===== config.mk =====
export PLATFORM = sky130hd
export DESIGN_NAME = pu_dot_sequencer
export DESIGN_NICKNAME = d
export VERILOG_FILES = /design/src/rtl/pu_dot_sequencer.sv
export SDC_FILE = /design/constraint.sdc
export NUM_CORES = 1
export LEC_CHECK = 0
export ABC_AREA = 1
export BUFFER_PORTS_ARGS = -buffer_cell sky130_fd_sc_hd__buf_2
export CAP_MARGIN = 25
export CORE_UTILIZATION = 43
export CTS_CLUSTER_SIZE = 14
export DETAILED_ROUTE_END_ITERATION = 6
export PLACE_DENSITY = 0.77
export SETUP_SLACK_MARGIN = 0.02
export SYNTH_ARGS = -nofsm -noshare
export SYNTH_HDL_FRONTEND = slang
export SYNTH_SLANG_ARGS = --single-unit

===== constraint.sdc =====
create_clock -name clk -period 5.2 [get_ports clk]
set_clock_uncertainty 0.1 [all_clocks]
set_input_delay 1.04 -clock clk [delete_from_list [all_inputs] [get_ports clk]]
set_output_delay 1.04 -clock clk [all_outputs]
set_load 0.01 [all_outputs]

===== src/rtl/pu_dot_sequencer.sv =====
// Operand sequencer and result collector for the combinational processor_unit
// MAC (out = previous + a0*b0 + a1*b1). Streams float32 operand pairs in two
// at a time, feeds each MAC result back as the next 'previous', and returns
// the final accumulated value on a valid/ready result port. No arithmetic is
// done here; every value moves bit-exact.
module pu_dot_sequencer #(
  parameter int VEC_LEN = 8  // element pairs per vector, even and >= 2
) (
  input  logic        clk,
  input  logic        rst,
  input  logic        start,
  input  logic [31:0] init_acc,
  input  logic        in_valid,
  output logic        in_ready,
  input  logic [31:0] in_a,
  input  logic [31:0] in_b,
  output logic [31:0] pu_previous,
  output logic [31:0] pu_array1_0,
  output logic [31:0] pu_array2_0,
  output logic [31:0] pu_array1_1,
  output logic [31:0] pu_array2_1,
  input  logic [31:0] pu_out,
  output logic        res_valid,
  input  logic        res_ready,
  output logic [31:0] res_data,
  output logic        busy
);

  localparam int CW = $clog2(VEC_LEN + 1);

  typedef enum logic [2:0] {IDLE, LOAD0, LOAD1, CALC, DONE} state_t;

  state_t          state, state_nxt;
  logic [CW-1:0]   cnt;
  logic [CW-1:0]   cnt_nxt;
  logic            last_grp;
  logic [31:0]     acc;
  logic            hs;

  assign hs          = in_valid & in_ready;
  assign cnt_nxt     = cnt + CW'(2);
  assign last_grp    = (cnt_nxt == CW'(VEC_LEN));
  assign pu_previous = acc;

  // State register
  always_ff @(posedge clk or posedge rst) begin
    if (rst) state <= IDLE;
    else     state <= state_nxt;
  end

  // Next-state logic: LOAD states wait on the source, DONE waits on the sink
  always_comb begin
    state_nxt = state;
    case (state)
      IDLE:    if (start)     state_nxt = LOAD0;
      LOAD0:   if (hs)        state_nxt = LOAD1;
      LOAD1:   if (hs)        state_nxt = CALC;
      CALC:    state_nxt = last_grp ? DONE : LOAD0;
      DONE:    if (res_ready) state_nxt = IDLE;
      default: state_nxt = IDLE;
    endcase
  end

  // Handshake and status outputs decoded from the state
  always_comb begin
    in_ready  = 1'b0;
    res_valid = 1'b0;
    busy      = (state != IDLE);
    case (state)
      LOAD0, LOAD1: in_ready  = 1'b1;
      DONE:         res_valid = 1'b1;
      default:      ;
    endcase
    // Result bus reads zero whenever no result is being offered
    res_data = res_valid ? acc : 32'h0;
  end

  // Datapath: accumulator, pair counter and MAC operand registers. Operand
  // registers are deliberately not cleared by start; they hold across vectors.
  always_ff @(posedge clk or posedge rst) begin
    if (rst) begin
      acc         <= 32'h0;
      cnt         <= '0;
      pu_array1_0 <= 32'h0;
      pu_array2_0 <= 32'h0;
      pu_array1_1 <= 32'h0;
      pu_array2_1 <= 32'h0;
    end else begin
      case (state)
        IDLE: if (start) begin
          acc <= init_acc;
          cnt <= '0;
        end
        LOAD0: if (hs) begin
          pu_array1_0 <= in_a;
          pu_array2_0 <= in_b;
        end
        LOAD1: if (hs) begin
          pu_array1_1 <= in_a;
          pu_array2_1 <= in_b;
        end
        CALC: begin
          // processor_unit has settled on the operands loaded last cycle
          acc <= pu_out;
          cnt <= cnt_nxt;
        end
        default: ;
      endcase
    end
  end

endmodule

# Yosys cells after proc, flatten, opt, wreduce, memory -nomap -nowiden

Cells that the tools add are included.

Bits in registers: 167
Logic and storage cells: 39
Output and inout port bits: 195
Input bits: 133

$add $sub $neg: 1
Bitwise logic cells: 1
Equal/unequal tests: 9
Muxes and demuxes: 13
Reduce and logical (&&, ||, !) cells: 8

Operator list:

| cell                                           | number |
|---|---|
| 2-to-1 mux 32 bit                              | 2 |
| case mux 32 bit (2 select lines)               | 1 |
| 2-to-1 mux 3 bit                               | 5 |
| case mux 3 bit (5 select lines)                | 1 |
| inequality test 2 bit (second input constant)  | 4 |
| case mux 4 bit (2 select lines)                | 1 |
| == test 3 x 2 -> 1 bit (second input constant) | 2 |
| AND reduction 2 bit                            | 3 |
| adder 4 x 2 -> 4 bit (second input constant)   | 1 |
| == test 4 bit (second input constant)          | 1 |
| 2-to-1 mux 4 bit                               | 1 |
| AND reduction 4 bit                            | 1 |
| == test 3 x 1 -> 1 bit (second input constant) | 1 |
| == test 3 bit (second input constant)          | 1 |
| zero test 3 bit                                | 1 |
| nonzero test 3 bit                             | 1 |
| 2-to-1 mux 1 bit                               | 2 |
| nonzero test 2 bit                             | 1 |
| OR reduction 2 bit                             | 1 |
| AND 1 bit                                      | 1 |

# Logic depth before layout (Yosys ltp)

Gate-level depths: netlist (run 1).

Depth after elaboration: 6
Depth in mapped cells: 9
Depth with buffers taken out: 8

# Least setup slack after synthesis (run 1)

Ideal clock, no wire load.

Kind: register to output
From: register state[0]
To: output port res_data[22]
Path buffers: 1
Arrival time: 1106 ps
Data required time: 4060 ps
Slack: 2954 ps
Stages on the path, launching flop included: 5
Cells stage by stage: dfrtp_1 nor2_2 nand2_1 clkbuf_1 nor2_1

Longest elaborated chain between the ends: 3

Ends and longest elaborated chain:

| what                   | RTL line | RTL |
|---|---|---|
| from (decl)            | 33       | `state_t state, state_nxt;` |
| from (signal assigned) | 48       | `else state <= state_nxt;` |
| == test 3 bit          | 69       | `case (state)` |
| 2-to-1 mux 1 bit       | 69       |  |
| 2-to-1 mux 32 bit      | 75       | `res_data = res_valid ? acc : 32'h0;` |
| to (decl)              | 25       | `output logic [31:0] res_data,` |

Every way passes these cells.

# Worst setup path after layout (run 1)

From: register state[0]
To: output port res_data[26]

The elaborated chain is that of the path after synthesis.

==> impl_metrics.ini, run 1 <==
[outcome]
status = finished, final reports clean

[clock_tree]
postCtsHoldBufs = 0
cts_resized = 0
cts-root-buf = clkbuf_16
cts_buffers = 17
clkTransAtPathRegs_ns = 0.07
cts_sinks = 166
cts_setup_buffers = 0
cts_tree = done
clkLatencyLatePin_ns = 0.42
h-tree-depth = 4
cts_buffer_depth = 2

[grt]
gr-total-overflow = 0
grt_pass1_vias = 5836
grt_first_pass_wirelength_mm = 28.99
grt.total_usage_pct = 21.30
grt_max_degree = 129
antenna_found_initial = 1

[setup_path]
crit_path_start_kind = flip-flop
worstSetupEndpointType = primary output
criticalPathCategory = reg2out
reg2reg_slack_ns = 2.77
arrival_ns = 1.81
cp_max_fo = 28
cp_data_required_time_ns = 4.06

[yosys]
synthCells = 802
yosysMostFrequentCell = nand2_1
synth.largest_area_cell = dfrtp_1
ys_async_sr_fraction_pct = 100.0
ys_types = 20
yosysWarnings = 0
synth_ff_type = dfrtp_1
ys_ff_latch = 166
syn_nets = 936
netlist.area_leader.share_pct = 57.29
seq_area_frac_synth_pct = 57.29
synth_common_cells = 271 x nand2_1, 166 x dfrtp_1, 104 x inv_1, 74 x o21ai_2, 69 x o21ai_0
netlist_area_sq_mm = 0.007251
synth_edf_count = 0
syn_avg_cell_area_sq_um = 9.041
synth.area.top_cells = dfrtp_1 57%, nand2_1 14%, o21ai_2 8.9%, inv_1 5.4%, o21ai_0 4.8%

[layout]
final_core_util_pct = 57.55
fin_nets = 1244
drive_above_1_share_pct = 39.93
final-instance-count-excl-fill = 1343
syn_to_final_growth_pct = 31.16

[sta]
setup_violations = 0
rsz0062_at_grt = no
final.setup.tns_ns = 0
hold_viol_final = 0
finalCriticalPeriod_ns = 2.947
maxSlewViolCount = 0
min_period_over_period_pct = 56.67
max_freq_mhz = 339.4
tightest_slew_ns = 0.8453
slew_headroom_pct = 43.53

[pwr]
p_leak_uw = 0.005468
p_per_area_mw_per_mm2 = 602.1
peakVddDrop_uv = 251.1
p_total_uw = 5727

[floorplanning]
core.rowCount = 47
io_pins = 328
die_h_um = 131.9
initial_core_util_pct = 43.88
dieArea_sq_mm = 0.01739
design.core.area_sq_mm = 0.01652
die-width_um = 131.9

[min_path]
hold_path.class = reg2reg

[detailed_routing]
drcViolationCount = 0
firstDrtPassIters = 4
met2_length_mm = 9.336
routed_wl_mm = 18.33
drtIter0Drc = 269
via_count = 6154
wl_per_cell_um = 13.65
m1WireLength_mm = 7.602
antenna_left = 0
avgViaCountPerCell = 4.582
top_layer_used = met4
wl_met3_mm = 1.134

[placed_design]
dp_hpwl_mm = 13.39
dp_cells = 1309
portBuffers = 327
gp_congestion = 0.8213

[run]
cap_violations = 0
-- metal layers --
metal  vias up  GRT usage [%]
met1      2801          25.65
met3        20          5.767
li1       3092              -
met2       241          37.13
met5         -              0
met4         0          6.460
-- worst max-delay path, cell delays in order (launching register included) --
cell and delay [ns]:
dfrtp_1 0.45, nor2_2 0.20, nand2_1 0.24, buf_16 0.25, nor2_1 0.10, buf_2 0.14
-- flip-flops by register name (all words and copies together) (netlist names) --
| signal | count |
|---|---|
| cnt | 3 |
| pu_array1_0 | 32 |
| pu_previous | 32 |
| pu_array2_1 | 32 |
| state | 3 |
| pu_array2_0 | 32 |
| pu_array1_1 | 32 |
-- stage by stage --
step	worst slack, ns	hold WS (ns)	area, sq um
global placement	2.431	0.3596	8901
floorplan	1.947	0.3753	7254
detailed placement	2.311	0.3635	8901
CTS	1.850	0.3784	9453
global route	2.129	0.3966	9510
finish	2.253	0.3753	9510
-- layout by cell type, fill, tap and decap left out, types with 2 or more instances in the layout --
master,synthesis,layout
buf_2,13,327
nand2_1,271,270
dfrtp_1,166,166
inv_1,104,103
o21ai_2,74,74
o21ai_0,69,69
nor2_1,34,34
o21ai_1,22,22
clkbuf_16,0,17
nand3_1,8,7
clkinvlp_4,0,4
inv_2,3,3
clkinv_2,0,3
inv_6,0,3
nand3_4,0,2
nor2_2,2,2
clkinv_4,0,2
buf_16,0,2
buf_4,3,2
buf_12,0,2
-- kinds of logic (layout without fill, tap and decap cells) --
logic type | count (synthesis) | in the layout | synth area share (%)
AND/OR/NAND/NOR | 319 | 319 | 17.05
flip-flops | 166 | 166 | 57.29
AO/OA/AOI/OAI | 165 | 165 | 15.22
buffers and inverters | 151 | 471 | 10.27
adder cells (fa/ha/maj) | 1 | 1 | 0.1725
other | 0 | 1 | 0
-- final timing paths --
path,cells past startpoint,start,endpoint
max,5,state[0]$_DFFE_PP0P_,res_data[26]
min,2,pu_array2_0[19]$_DFFE_PP0P_,pu_array2_0[19]$_DFFE_PP0P_
max reg2reg,6,state[2]$_DFFE_PP0P_,pu_previous[11]$_DFFE_PP0P_
min reg2reg,2,pu_array2_0[19]$_DFFE_PP0P_,pu_array2_0[19]$_DFFE_PP0P_
max in group asynchronous,3,rst,pu_array1_1[0]$_DFFE_PP0P_
min in group asynchronous,2,rst,pu_previous[18]$_DFFE_PP0P_
-- cell type report --
class                      instances  area [sq um]
multi-input combinational        485          2375
fill                            1491          7014
clock buffer                      18         429.2
antenna                            1         2.502
inverter                         107         405.4
clock inverter                    13         122.6
tap                              220         275.3
timing repair buffer             333          1747
sequential                       166          4154
-- report_power, final --
| group | switching [uW] | total [uW] | internal (uW) | leakage, uW |
|---|---|---|---|---|
| registers | 304 | 2190 | 1890 | 0.00208 |
| clock network | 519 | 1180 | 662 | 0.000265 |
| logic | 1470 | 2360 | 890 | 0.00312 |
| total | 2290 | 5730 | 3440 | 0.00547 |
No activity file was read; power rests on OpenSTA's default activity.
==> run 2: changes to the inputs <==
- ABC_AREA: 1 -> 0
- CORE_AREA: default -> 2 2 126 128
- CORE_UTILIZATION: 43 -> default
- DIE_AREA: default -> 0 0 128 130
- PLACE_DENSITY: 0.77 -> 0.78
- clock period: 5.2 -> 2.8 ns (I/O delays scaled with it)
==> run 2 against run 1 <==
  * Clock power up 96%
  * Synthesized area decreased by 5.3%
  * Combinational power increased by 67%
  * Sequential power up 97%
  * Sequential cell count stayed put
  * Synthesized cell count decreased by 44%
==> impl_metrics.ini, run 2 <==
[outcome]
status = finished, final reports clean

[layout]
syn_to_final_growth_pct = 34.52
final_common_cell = buf_2
final-instance-count-excl-fill = 982
drive_above_1_share_pct = 47.15
fin_nets = 910
final_cell_mix = 327 x buf_2, 166 x dfrtp_1, 128 x mux2_1, 32 x and2_1, 32 x o221a_1
final_core_util_pct = 59.87

[setup_path]
reg2reg_slack_ns = 0.74
cp_data_required_time_ns = 2.14
crit_path_start_kind = flip-flop
cp_max_fo = 34
criticalPathCategory = reg2out
r2r_end = pu_array1_1[15]$_DFFE_PP0P_
worstSetupEndpointType = primary output
r2r_start = state[2]$_DFFE_PP0P_
arrival_ns = 1.78
ff2ff_path_depth = 4
crit_start = state[2]$_DFFE_PP0P_

[yosys]
syn_nets = 582
netlist.area_leader.share_pct = 60.51
syn_avg_cell_area_sq_um = 15.32
synth_ff_type = dfrtp_1
synth.largest_area_cell = dfrtp_1
synthCells = 448
ys_ff_latch = 166
seq_area_frac_synth_pct = 60.51
synth.area.top_cells = dfrtp_1 61%, mux2_1 21%, o221a_1 5.2%, and2_1 2.9%, buf_6 2.8%
synth_common_cells = 166 x dfrtp_1, 128 x mux2_1, 32 x and2_1, 32 x o221a_1, 30 x nand2b_1
ys_types = 29
yosysWarnings = 0
ys_async_sr_fraction_pct = 100.0
synth_edf_count = 0
yosysMostFrequentCell = dfrtp_1
netlist_area_sq_mm = 0.006865

[pwr]
p_leak_uw = 0.004527
p_comb_share_pct = 37.3
clkPwrFrac_pct = 21.9
p_seq_share_pct = 40.8
peakVddDrop_uv = 456.4
p_int_uw = 6890
p_per_area_mw_per_mm2 = 1144
switching_share_pct = 34.78
power_switching_uw = 3674

[run]
cap_violations = 0

[detailed_routing]
avgViaCountPerCell = 5.041
via_count = 4950
firstDrtPassIters = 4
routed_wl_mm = 16.47
antenna_left = 0
drcViolationCount = 0
wl_per_cell_um = 16.77
drtIter0Drc = 164

[floorplanning]
die-width_um = 128
initial_core_util_pct = 44.51
die_h_um = 130
io_pins = 328
dieArea_sq_mm = 0.01664
design.core.area_sq_mm = 0.01542
core.rowCount = 46

[clock_tree]
clkTransAtPathRegs_ns = 0.06
postCtsHoldBufs = 0
cts_tree = done
cts-root-buf = clkbuf_16
cts_buffers = 17
h-tree-depth = 4
cts_setup_buffers = 0
cts_resized = 0
cts_sinks = 166
cts_buffer_depth = 2
clkLatencyLatePin_ns = 0.41

[sta]
tightest_slew_ns = 0.5262
setup_violations = 0
max_freq_mhz = 410.6
rsz0062_at_grt = no
slew_headroom_pct = 64.92
final.setup.tns_ns = 0
min_period_over_period_pct = 86.98
finalCriticalPeriod_ns = 2.435
maxSlewViolCount = 0
hold_viol_final = 0

[grt]
grt_first_pass_wirelength_mm = 25.36
grt_max_degree = 100
grt_pass1_vias = 4960
antenna_found_initial = 1
gr-total-overflow = 0
grt.total_usage_pct = 19.86

[placed_design]
gp_congestion = 0.8063
dp_hpwl_mm = 12.23
portBuffers = 327
dp_cells = 949

[min_path]
hold_path.class = in2async
-- run 2: worst max-delay path, cell delays in order, from the launching register on --
cell and delay [ns]:
dfrtp_1 0.51, nor3b_2 0.21, buf_4 0.32, and2_1 0.17
buf_2 0.14
-- run 2: kinds of logic (layout without fill, tap and decap cells) --
| logic type | count (synthesis) | in the layout | synth area share [%] |
|---|---|---|---|
| buffers and inverters | 30 | 371 | 3.645 |
| adders and majority gates | 1 | 1 | 0.1822 |
| and+or+nand+nor | 82 | 82 | 8.383 |
| xor gates and xnor gates | 1 | 1 | 0.1276 |
| AOI/OAI and AO/OA | 38 | 38 | 5.869 |
| DFF | 166 | 166 | 60.51 |
| other | 0 | 1 | 0 |
| muxes | 130 | 130 | 21.29 |
-- run 2: per-stage QoR --
step	worst slack, ns	instance area, sq um	total power (uW)	hold WS, ns
floorplan	0.02723	6869	6608	0.3698
global placement	0.7068	8653	8234	0.3626
detailed placement	0.6526	8653	8366	0.3691
CTS	0.3250	9233	10700	0.1764
global route	0.2399	9235	11250	0.1699
finish	0.3646	9235	10560	0.1577
-- run 2: power by group through the flow --
stage / combinational, uW / clock, uW / sequential, uW
4_1_cts: 4010 / 2370 / 4330
3_5_place_dp: 4010 / 0 / 4360
6_report: 3940 / 2310 / 4310
2_1_floorplan: 1810 / 0 / 4800
5_1_grt: 4310 / 2470 / 4470
3_3_place_gp: 3900 / 0 / 4340
-- run 2: final cells by class --
| type | count | area (sq um) |
|---|---|---|
| diodes | 1 | 2.502 |
| inverters | 2 | 11.26 |
| clock inverters | 12 | 142.6 |
| clock buffers | 20 | 436.7 |
| repair buffers | 337 | 1787 |
| well taps | 192 | 240.2 |
| multi-input cells | 252 | 2461 |
| fillers | 1301 | 6190 |
| flip-flops and latches | 166 | 4154 |
-- run 2: how the worst max path moves through the flow --
stage	depth (start not counted)	slack [ns]	end
global route	4	0.24	res_data[7]
global placement	5	0.71	pu_array1_1[5]$_DFFE_PP0P_
detailed placement	5	0.65	pu_array1_1[7]$_DFFE_PP0P_
floorplan	1	0.03	cnt[1]$_DFFE_PP0P_
finish	4	0.36	res_data[20]
CTS	4	0.32	res_data[20]
-- run 2: routing by layer --
metal / GRT usage [%] / up-vias / routed length [um]
li1: - / 2269 / -
met1: 22.40 / 2439 / 6503
met2: 34.95 / 223 / 8335
met3: 7.708 / 19 / 1393
met4: 6.270 / 0 / 237
met5: 0 / - / 0
==> run 3: changes to the inputs <==
- PLACE_DENSITY: 0.78 -> 0.8
==> run 3 against run 2 <==
  * Sequential power hardly changed
  * Total power is 1.1% higher
  * Combinational power hardly changed
  * Non-clock buffer count is 1 higher
  * Routed wire length is 0.65% higher
==> impl_metrics.ini, run 3 (synthesis results as in run 2) <==
[detailed_routing]
via_count = 4969
drtIter0Drc = 236
drcViolationCount = 0
routed_wl_mm = 16.58
antenna_left = 0
firstDrtPassIters = 4
avgViaCountPerCell = 5.060
wl_per_cell_um = 16.88

[floorplanning]
die_h_um = 130
die-width_um = 128
design.core.area_sq_mm = 0.01542
core.rowCount = 46
io_pins = 328
initial_core_util_pct = 44.51
dieArea_sq_mm = 0.01664

[clock_tree]
cts_setup_buffers = 0
cts_buffer_depth = 2
postCtsHoldBufs = 0
cts_buffers = 17
clkLatencyLatePin_ns = 0.41
cts-root-buf = clkbuf_16
cts_tree = done
clkTransAtPathRegs_ns = 0.06
cts_resized = 0
h-tree-depth = 4
cts_sinks = 166

[pwr]
peakVddDrop_uv = 589.9
p_per_area_mw_per_mm2 = 1152
p_leak_uw = 0.004554

[run]
cap_violations = 0

[sta]
final.setup.tns_ns = 0
max_freq_mhz = 408.5
maxSlewViolCount = 0
min_period_over_period_pct = 87.44
setup_violations = 0
tightest_slew_ns = 0.4914
finalCriticalPeriod_ns = 2.448
slew_headroom_pct = 67.17
hold_viol_final = 0
rsz0062_at_grt = no

[setup_path]
worstSetupEndpointType = primary output
crit_path_start_kind = flip-flop
arrival_ns = 1.79
criticalPathCategory = reg2out
cp_data_required_time_ns = 2.14
cp_max_fo = 34

[grt]
gr-total-overflow = 0
grt_first_pass_wirelength_mm = 25.24
grt.total_usage_pct = 19.78
antenna_found_initial = 0
grt_pass1_vias = 4954
grt_max_degree = 71

[outcome]
status = finished, final reports clean

[placed_design]
dp_hpwl_mm = 12.39
gp_congestion = 0.8030
portBuffers = 327
placed_area_sq_mm = 0.008648

[layout]
n_antenna_cell = 0
n_fill_cell = 1244
finish.instance_area_sq_mm = 0.009266
final_cell_mix = 327 x buf_2, 166 x dfrtp_1, 128 x mux2_1, 32 x and2_1, 32 x o221a_1
final_common_cell = buf_2
fin_nets = 911
syn_to_final_growth_pct = 34.97
drive_above_1_share_pct = 47.34

[min_path]
hold_path.class = in2async
==> run 3: cell types whose count changed in the layout (fill, tap and decap cells not counted), sizes merged <==
cell,before,now
inv,7,3
bufinv,2,3
clkbuf,20,22
buf,337,338
clkinvlp,3,1
diode,1,0
clkinv,2,5
==> run 3: layer usage <==
layer	track usage, %	up-vias	wire length [um]
li1	-	2271	-
met1	21.99	2461	6346
met2	35.36	211	8749
met3	5.945	26	1105
met4	8.597	0	374
met5	0	-	0
==> run 3: path summary, 6_finish.rpt <==
path,slack [ns],depth (start not counted),startpoint,end
hold / removal,0.07,2,rst,pu_array1_1[1]$_DFFE_PP0P_
min in group clk,0.24,2,res_ready,state[2]$_DFFE_PP0P_
setup / recovery,0.35,4,state[2]$_DFFE_PP0P_,res_data[22]
hold reg to reg,0.38,1,pu_array2_1[28]$_DFFE_PP0P_,pu_array2_1[28]$_DFFE_PP0P_
setup reg to reg,0.76,4,state[2]$_DFFE_PP0P_,pu_array2_1[19]$_DFFE_PP0P_
max in group asynchronous,1.82,3,rst,pu_array2_1[18]$_DFFE_PP0P_
==> run 3: per-stage QoR <==
| stage | std cells | hold WS [ns] | utilization [%] | total power [uW] | worst slack, ns |
|---|---|---|---|---|---|
| 2_1_floorplan | 448 | 0.3698 | - | 6608 | 0.02723 |
| 3_3_place_gp | 950 | 0.3622 | 56.07 | 8192 | 0.7563 |
| 3_5_place_dp | 950 | 0.3691 | 56.07 | 8366 | 0.7079 |
| 4_1_cts | 982 | 0.06405 | 60.07 | 10800 | 0.3313 |
| 5_1_grt | 982 | 0.08237 | 60.07 | 11350 | 0.2338 |
| 6_report | 982 | 0.06755 | 60.07 | 10680 | 0.3518 |
==> run 3: cell type report <==
class | instances | area (sq um) | share of cell area [%]
clock inverter | 10 | 143.9 | 1.553
tap | 192 | 240.2 | 2.592
multi-input combinational | 252 | 2461 | 26.56
inverter | 2 | 11.26 | 0.1215
timing repair buffer | 338 | 1782 | 19.23
clock buffer | 22 | 474.2 | 5.117
sequential | 166 | 4154 | 44.83
==> run 3: power by group <==
part,internal [uW],leakage (uW),total (uW),switching (uW)
combinational,1930,0.00230,3930,2010
sequential,3620,0.00195,4340,715
clock,1480,0.000305,2410,925
==> run 3: critical path: stages, from the launching register on <==
cell     delay, ns
dfrtp_1       0.52
nor3b_2       0.22
buf_4         0.30
and2_1        0.19
buf_2         0.13
